==> src/rtl/nonrestoring_divider.sv <==
// Sequential non-restoring divider with start/done handshake and fixed WIDTH+1 cycle latency.
// Signed mode divides magnitudes and then applies signs (truncating division).
module nonrestoring_divider #(
  parameter int unsigned WIDTH = 16
) (
  input  logic             clk,
  input  logic             rst,
  input  logic             start,
  input  logic             signed_mode,
  input  logic [WIDTH-1:0] dividend,
  input  logic [WIDTH-1:0] divisor,
  output logic             busy,
  output logic             done,
  output logic [WIDTH-1:0] quotient,
  output logic [WIDTH-1:0] remainder,
  output logic             dbz,
  output logic             ovf
);

  localparam int unsigned CW = $clog2(WIDTH + 1);

  localparam logic [1:0] ST_IDLE = 2'd0;
  localparam logic [1:0] ST_ITER = 2'd1;
  localparam logic [1:0] ST_FIX  = 2'd2;
  localparam logic [1:0] ST_DONE = 2'd3;

  localparam logic [WIDTH-1:0] MIN_VAL = {1'b1, {(WIDTH-1){1'b0}}};

  logic [1:0]       state;
  logic [WIDTH:0]   a;
  logic [WIDTH-1:0] q;
  logic [WIDTH-1:0] m;
  logic [CW-1:0]    count;
  logic             sa;
  logic             sb;
  logic             ovf_pend;

  logic             accept;
  logic             in_sa;
  logic             in_sb;
  logic [WIDTH-1:0] dividend_mag;
  logic [WIDTH-1:0] divisor_mag;
  logic [WIDTH:0]   a_sh;
  logic [WIDTH:0]   a_step;
  logic [WIDTH:0]   a_fix;
  logic [WIDTH-1:0] q_signed;
  logic [WIDTH-1:0] r_signed;

  always_comb begin
    accept       = start && (state == ST_IDLE || state == ST_DONE);
    in_sa        = signed_mode & dividend[WIDTH-1];
    in_sb        = signed_mode & divisor[WIDTH-1];
    dividend_mag = in_sa ? (~dividend + 1'b1) : dividend;
    divisor_mag  = in_sb ? (~divisor + 1'b1) : divisor;
    // A is WIDTH+1 bits; the shifted value may wrap but the add/sub result always fits.
    a_sh         = {a[WIDTH-1:0], q[WIDTH-1]};
    a_step       = a[WIDTH] ? (a_sh + {1'b0, m}) : (a_sh - {1'b0, m});
    a_fix        = a[WIDTH] ? (a + {1'b0, m}) : a;
    q_signed     = (sa ^ sb) ? (~q + 1'b1) : q;
    r_signed     = sa ? (~a_fix[WIDTH-1:0] + 1'b1) : a_fix[WIDTH-1:0];
    busy         = (state == ST_ITER) || (state == ST_FIX);
  end

  always_ff @(posedge clk) begin
    if (rst) begin
      state     <= ST_IDLE;
      a         <= '0;
      q         <= '0;
      m         <= '0;
      count     <= '0;
      sa        <= 1'b0;
      sb        <= 1'b0;
      ovf_pend  <= 1'b0;
      done      <= 1'b0;
      quotient  <= '0;
      remainder <= '0;
      dbz       <= 1'b0;
      ovf       <= 1'b0;
    end else begin
      done <= 1'b0;
      case (state)
        ST_IDLE, ST_DONE: begin
          if (accept) begin
            sa       <= in_sa;
            sb       <= in_sb;
            q        <= dividend_mag;
            m        <= divisor_mag;
            a        <= '0;
            count    <= CW'(WIDTH);
            dbz      <= 1'b0;
            ovf      <= 1'b0;
            ovf_pend <= signed_mode && (dividend == MIN_VAL) && (divisor == '1);
            if (divisor == '0) begin
              quotient  <= '1;
              remainder <= dividend;
              dbz       <= 1'b1;
              done      <= 1'b1;
              state     <= ST_DONE;
            end else begin
              state <= ST_ITER;
            end
          end else begin
            state <= ST_IDLE;
          end
        end
        ST_ITER: begin
          a     <= a_step;
          q     <= {q[WIDTH-2:0], ~a_step[WIDTH]};
          count <= count - 1'b1;
          if (count == CW'(1)) state <= ST_FIX;
        end
        ST_FIX: begin
          a         <= a_fix;
          quotient  <= q_signed;
          remainder <= r_signed;
          ovf       <= ovf_pend;
          done      <= 1'b1;
          state     <= ST_DONE;
        end
        default: state <= ST_IDLE;
      endcase
    end
  end

endmodule

==> config.mk <==
export PLATFORM = sky130hd
export DESIGN_NAME = nonrestoring_divider
export DESIGN_NICKNAME = d
export VERILOG_FILES = /design/src/rtl/nonrestoring_divider.sv
export SDC_FILE = /design/constraint.sdc
export NUM_CORES = 1
export LEC_CHECK = 0
export CORE_MARGIN = 3
export CORE_UTILIZATION = 48
export CTS_BUF_LIST = sky130_fd_sc_hd__clkbuf_16
export DETAILED_ROUTE_END_ITERATION = 10
export DONT_BUFFER_PORTS = 1
export SYNTH_ARGS = -nofsm -noshare
export SYNTH_HDL_FRONTEND = slang
export SYNTH_SLANG_ARGS = --single-unit
==> constraint.sdc <==
create_clock -name clk -period 7.7 [get_ports clk]
set_input_delay 1.155 -clock clk [delete_from_list [all_inputs] [get_ports clk]]
set_output_delay 1.155 -clock clk [all_outputs]
set_load 0.02 [all_outputs]
==> summary.txt <==
Yosys
  • Post-synth ARST share: 0
  • Synth warn: 0
  • Post-Syn Area: 0.007104 mm2
  • Distinct cells, synth: 73
  • Primary FF master, synth: dfxtp_1
  • Sequential-to-total area share from yosys stat: 0.2649
  • Synth top area cells: dfxtp_1 26%, ha_1 7.6%, nor2_1 6.8%
  • Top-count cell post-synth: nor2_1
  • Post-synth EDFFs: 0
  • Most frequent cells after synthesis: 128 x nor2_1, 94 x dfxtp_1, 94 x nand2_1
  • Net Count, Synth: 1,016
  • Cell accounting for the most synthesized area: dfxtp_1
  • Share of Yosys cell area claimed by the top area cell type: 0.2649
  • FF+latch count, synth: 94
  • Post-Syn Instances: 935
  • Syn avg cell area: 7.598 um2

Clock tree
  • H-tree depth reported by CTS: 3
  • Resize count post-CTS: 0
  • CTS clk-pin slew, worst paths: 80 ps
  • CTS buffer count: 9
  • Post-CTS Hold Buffers: 0
  • Clock Latency Late Sink: 360 ps
  • # Post-CTS Setup Buffers: 0
  • CTS tree: built
  • Root buf cell: clkbuf_16
  • # clock sinks: 94
  • Max clock buf depth: 2

Worst setup path
  • CP endpoint kind: register
  • Reg2Reg Setup Slack: 3360 ps
  • Slowest CP cell: nand2_1
  • Crit-path cells: or4_4, or3_4, or4_4, or4_1, or4_1, nand2_1, o21ai_1, a221oi_1
  • Setup crit start kind: primary input
  • Worst Setup SP: divisor[3]
  • WS Path Type: primary input to register
  • Reg-to-Reg Start: a[16]
  • Critical Path AT: 4830 ps
  • Worst endpoint required time: 7970 ps
  • Reg2reg path depth: 13
  • CP Max Fanout: 30
  • Largest stage delay on the critical path: 820 ps
  • Worst R2R End: q[0]

Cells and area
  • Area growth syn-to-layout: 4.967%
  • Layout Utilization: 0.5270
  • Fin area: 0.007457 mm2
  • N_diodes: 0
  • Nets@finish: 982
  • Fill count: 1,384
  • Share of cells above drive strength 1: 0.03532

Floorplanning
  • Rows: 43
  • Die Wd: 127.7 um
  • Die H: 127.7 um
  • Die Footprint: 0.01630 mm2
  • Area of the core: 0.01415 mm2
  • I/O Pins: 72
  • Initial core utilization: 0.5021

Worst hold path
  • HP Class: register to register
  • Hold Path Stages: 2
  • Worst Hold Endpoint: ovf_pend
  • Hold_sp: ovf_pend

Run
  • Maxcap violations: 0

Detailed routing
  • Vias: 6,929
  • Wire per inst: 19.46 um
  • Drt pass-1 iters: 6
  • DRT Wirelength: 21,140 um
  • Iteration-0 DRC Markers: 719
  • Final ANT Viol Nets: 0
  • Drt via density: 6.380
  • Remaining DRCs: 0

Timing
  • Final worst slack: 3135 ps
  • # setup viols final: 0
  • Worst-Margin Slew: 1232 ps
  • Fmax: 0.2191 GHz
  • Final hold violations: 0
  • RSZ-0062 raised after global routing: no
  • Slew Limit Fails: 0
  • Tcrit/Tclk final: 0.5928
  • Slew margin rel.: 0.1758
  • Minimum clock period: 4565 ps
  • Setup TNS: 0 ps
  • Worst Skew: 12.38 ps

Power and ir drop
  • P_leak: 2.857 nW
  • Cell Pwr Density: 369.6 mW/mm2
  • Maximum vdd drop: 0.2195 mV

Global routing
  • Initial antenna violation count: 0
  • Global-route wire length before repair: 34,270 um
  • Largest net degree at the start of global routing: 96
  • Total GRT Usage: 0.2596
  • GRT overflow: 0
  • Vias in the first global route: 6,500

Placement
  • Port Buf Inserts: 0
  • Placed cell areas: 0.007164 mm2
  • Dpl hpwl: 16,040 um
  • Place WS: 2798 ps
  • Routability cong.: 0.8768

Status
  • Status: finished clean
==> cell type report <==
cell class | instances | area [um2] | share of cell area
Clock inverter | 7 | 67.56 | 0.009060
Timing Repair Buffer | 6 | 45.04 | 0.006040
Sequential cell | 94 | 1882 | 0.2523
Multi-Input combinational cell | 757 | 4888 | 0.6555
Inverter | 33 | 123.9 | 0.01661
Tap cell | 180 | 225.2 | 0.03020
Clock buffer | 9 | 225.2 | 0.03020
==> sequential cells by signal (all words and copies together) (netlist names) <==
register,count
sa,1
ovf_pend,1
dbz,1
state,2
sb,1
q,16
remainder,16
ovf,1
done,1
count,5
m,16
a,17
quotient,16
==> power by group <==
group	internal [W]	total, W	switching, W	leakage (nW)
Clock	0.000226	0.000442	0.000215	0.145
Combinational	0.000581	0.00148	0.000894	1.95
Sequential	0.000612	0.000839	0.000227	0.767
==> layout by cell type (no fill, tap or decap), drive strengths merged, types with 4 or more instances in the layout <==
master / n
nor2: 128
nand2: 94
dfxtp: 94
a21oi: 70
xor2: 48
a211oi: 45
ha: 43
xnor2: 38
o21ai: 37
inv: 34
nor3: 31
o211ai: 14
nand3: 14
a221oi: 12
o22ai: 11
a21o: 10
o31ai: 10
nand2b: 9
clkbuf: 9
mux2i: 8
nor2b: 8
a31oi: 8
a311oi: 8
nor4: 7
o41ai: 7
and3: 7
a222oi: 7
and2: 7
or3: 7
buf: 6
or4: 6
clkinv: 6
nand3b: 5
o21a: 5
nand4: 5
a221o: 4
a22oi: 4
==> per-stage QoR <==
stage / cells / hold slack (ps) / total power (W)
2_1_floorplan: 935 / 454.2 / 0.001956
3_3_place_gp: 1070 / 472.8 / 0.002254
3_5_place_dp: 1070 / 484.6 / 0.002302
4_1_cts: 1086 / 501.7 / 0.002747
5_1_grt: 1086 / 544.9 / 0.002996
6_report: 1086 / 495.3 / 0.002756
==> cells by family (layout without fill, tap and decap cells) <==
family,count (synthesis),after routing,synth area share
compound gates,276,276,0.2652
xor+xnor,86,86,0.1060
fa+ha+maj,45,45,0.08137
buf+inv,84,55,0.04737
flops,94,94,0.2649
mux,9,9,0.01286
simple gates,341,341,0.2223
==> worst max path at each step <==
stage	slack [ps]	end	cells after the start
2_1_floorplan	3520	remainder[6]	10
3_3_place_gp	2890	remainder[14]	8
3_5_place_dp	2800	remainder[14]	8
4_1_cts	3170	remainder[14]	8
5_1_grt	2940	remainder[14]	8
6_report	3140	remainder[14]	8
==> critical path, delay by kind of cell <==
family / cells / cell delay [ps]
AOI/OAI and AO/OA: 2 / 480
and+or+nand+nor: 6 / 3180
==> metal layers <==
layer,global-route usage,part of all wire
met1,0.3810,0.47
met2,0.3784,0.42
met3,0.05792,0.080
met4,0.07990,0.026
met5,0,0
Note: power is estimated with default switching activity, not from simulation.
==> edit, RTL diff (same settings) <==
Register the output `done` once more, with the module's reset; this adds one clock of latency there. The other outputs are not delayed to match. Comments in the files are not updated.
--- a/src/rtl/nonrestoring_divider.sv
+++ b/src/rtl/nonrestoring_divider.sv
@@ -27,2 +27,4 @@
   localparam logic [WIDTH-1:0] MIN_VAL = {1'b1, {(WIDTH-1){1'b0}}};
+
+  logic done_s0;
 
@@ -73,3 +75,3 @@
       ovf_pend  <= 1'b0;
-      done      <= 1'b0;
+      done_s0   <= 1'b0;
       quotient  <= '0;
@@ -79,3 +81,3 @@
     end else begin
-      done <= 1'b0;
+      done_s0 <= 1'b0;
       case (state)
@@ -96,3 +98,3 @@
               dbz       <= 1'b1;
-              done      <= 1'b1;
+              done_s0   <= 1'b1;
               state     <= ST_DONE;
@@ -116,3 +118,3 @@
           ovf       <= ovf_pend;
-          done      <= 1'b1;
+          done_s0   <= 1'b1;
           state     <= ST_DONE;
@@ -124,2 +126,10 @@
 
+  always_ff @(posedge clk) begin
+    if (rst) begin
+      done <= '0;
+    end else begin
+      done <= done_s0;
+    end
+  end
+
 endmodule
Formal check against the unedited RTL: not equivalent (Yosys sat finds a counterexample within 4 cycles, from zero or initial values and one cycle with rst high).
==> edit against the unedited design <==
Die area up 0.16%. Sequential cell count up 1. Area after synthesis up 0.16%. Setup slack better by 0.75 ns. Cell area up 0.20%. Total power up 0.19%. Final cell count down 0.92%. Wire length down 1.8%. Highest routed layer unchanged.
==> edit: results (changes against the unedited design) <==
mux contribution to synthesized area -> 1.952% (was 1.286%)
postcts setup bufs -> 0 (unchanged)
Slew @ Worst Pin -> 1.154 ns (was 1.232 ns)
synth unique cells -> 79 (was 73)
met1 Use GR -> 36.57% (was 38.10%)
Register-to-Register Setup Slack -> 3.88 ns (was 3.36 ns)
Fill cells -> 1386 (was 1384)
PnR Total Power -> 2.761 mW (was 2.756 mW)
final hold slack -> 0.4595 ns (was 0.4953 ns)
pin count of the biggest net entering global routing -> 98 (was 96)
met3 Usage GRT -> 7.083% (was 5.792%)
TNS Setup -> 0 ns (unchanged)
post-synthesis average cell area -> 7.734 um2 (was 7.598 um2)
Total Nets Final -> 972 (was 982)
Synth Area in Compound Gates -> 27.43% (was 26.52%)
Synthesized Nets -> 1001 (was 1016)
Worst Path Max Fanout -> 36 (was 30)
worst reg2reg endpoint -> a[13]$_SDFFE_PP0P_ (was q[0]$_SDFFE_PP0P_)
Pre-antenna DRT Iters -> 5 (was 6)
dpl cells -> 1060 (was 1070)
leakage -> 2.769 nW (was 2.857 nW)
vias in the first global route -> 6346 (was 6500)
Placement Cell Area -> 7201 um2 (was 7164 um2)
skew final -> 0.009976 ns (was 0.01238 ns)
first-pass GRT wire length -> 33890 um (was 34270 um)
Async SR Flop Fraction -> 0% (unchanged)
Synth Flop Type -> dfxtp_1 (unchanged)
Clk pwr share -> 15.4% (was 16.0%)
dpl ws -> 3.667 ns (was 2.798 ns)
GR Util All Layers -> 25.70% (was 25.96%)
global routing usage on met2 -> 39.09% (was 37.84%)
dominant cells by area after synthesis -> dfxtp_1 27%, ha_1 7.6%, nor2_1 6.8% (was dfxtp_1 26%, ha_1 7.6%, nor2_1 6.8%)
final wirelength -> 20770 um (was 21140 um)
Sw Share -> 47.51% (was 48.49%)
WP data arrival -> 4.06 ns (was 4.83 ns)
post-DP HPWL -> 15600 um (was 16040 um)
XOR/XNOR Fraction of Synth Area -> 10.22% (was 10.60%)
RePlAce Congestion -> 0.9054 (was 0.8768)
sequential share of the synthesized area -> 26.73% (was 26.49%)
max reg flops -> 17 (unchanged)
fraction of layout cells with a size suffix above 1 -> 5.469% (was 3.532%)
drt wl/cell -> 19.30 um (was 19.46 um)
Synth top cells by count -> 128 x nor2_1, 95 x dfxtp_1, 89 x nand2_1, 72 x a21oi_1, 44 x a211oi_1 (was 128 x nor2_1, 94 x dfxtp_1, 94 x nand2_1, 69 x a21oi_1, 48 x xor2_1)
VDD IR max -> 0.0001857 V (was 0.0002195 V)
DR vias -> 6728 (was 6929)
Iter 0 DRT Violations -> 537 (was 719)
adder-cell area share of the yosys netlist -> 8.124% (was 8.137%)
status -> complete, no violations (unchanged)
reg2reg path depth -> 14 (was 13)
edit: changes by cell type after synthesis, moves of 7 or more:
cell,before,now
nor3_1,31,24
o21ai_0,36,43
o211ai_1,14,3
or3_1,6,14
clkbuf_1,40,31
edit: routing by layer:
metal | up-vias | wire length, um | share of wire, %
met4 | 0 | 203 | 0.98
li1 | 3286 | - | -
met3 | 17 | 1676 | 8.1
met2 | 235 | 9141 | 44
met1 | 3190 | 9744 | 47
met5 | - | 0 | 0
edit: area by class of cell:
type	count	area (um2)	area share, %
Multi-Input combinational cell	746	4905	65.64
Clock inverter	7	46.29	0.6196
Tap cell	180	225.2	3.014
Sequential cell	95	1902	25.45
Inverter	33	123.9	1.658
Clock buffer	9	225.2	3.014
Timing Repair Buffer	6	45.04	0.6028
edit: how the worst max path moves through the flow:
stage	slack, ns	startpoint	to
finish	3.88	a[16]$_SDFFE_PP0P_	a[13]$_SDFFE_PP0P_
detailed placement	3.67	divisor[0]	remainder[14]$_SDFFE_PP0P_
floorplan	4.20	a[16]$_SDFFE_PP0P_	a[13]$_SDFFE_PP0P_
global route	3.64	a[16]$_SDFFE_PP0P_	a[13]$_SDFFE_PP0P_
CTS	3.98	a[16]$_SDFFE_PP0P_	a[13]$_SDFFE_PP0P_
global placement	3.80	divisor[0]	remainder[14]$_SDFFE_PP0P_
edit: worst max-delay path, cell delays in order (launching register included):
cell and delay [ns]:
dfxtp_1 0.30, buf_4 0.27, inv_1 0.69, nand2_1 0.14, xnor2_1 0.17, ha_1 0.33, o21a_1 0.21, o21ai_0 0.13
nor2b_1 0.20, nor2_1 0.07, a221oi_1 0.43, o21ai_1 0.19, xor2_1 0.17, a221oi_1 0.29, nor3_1 0.09
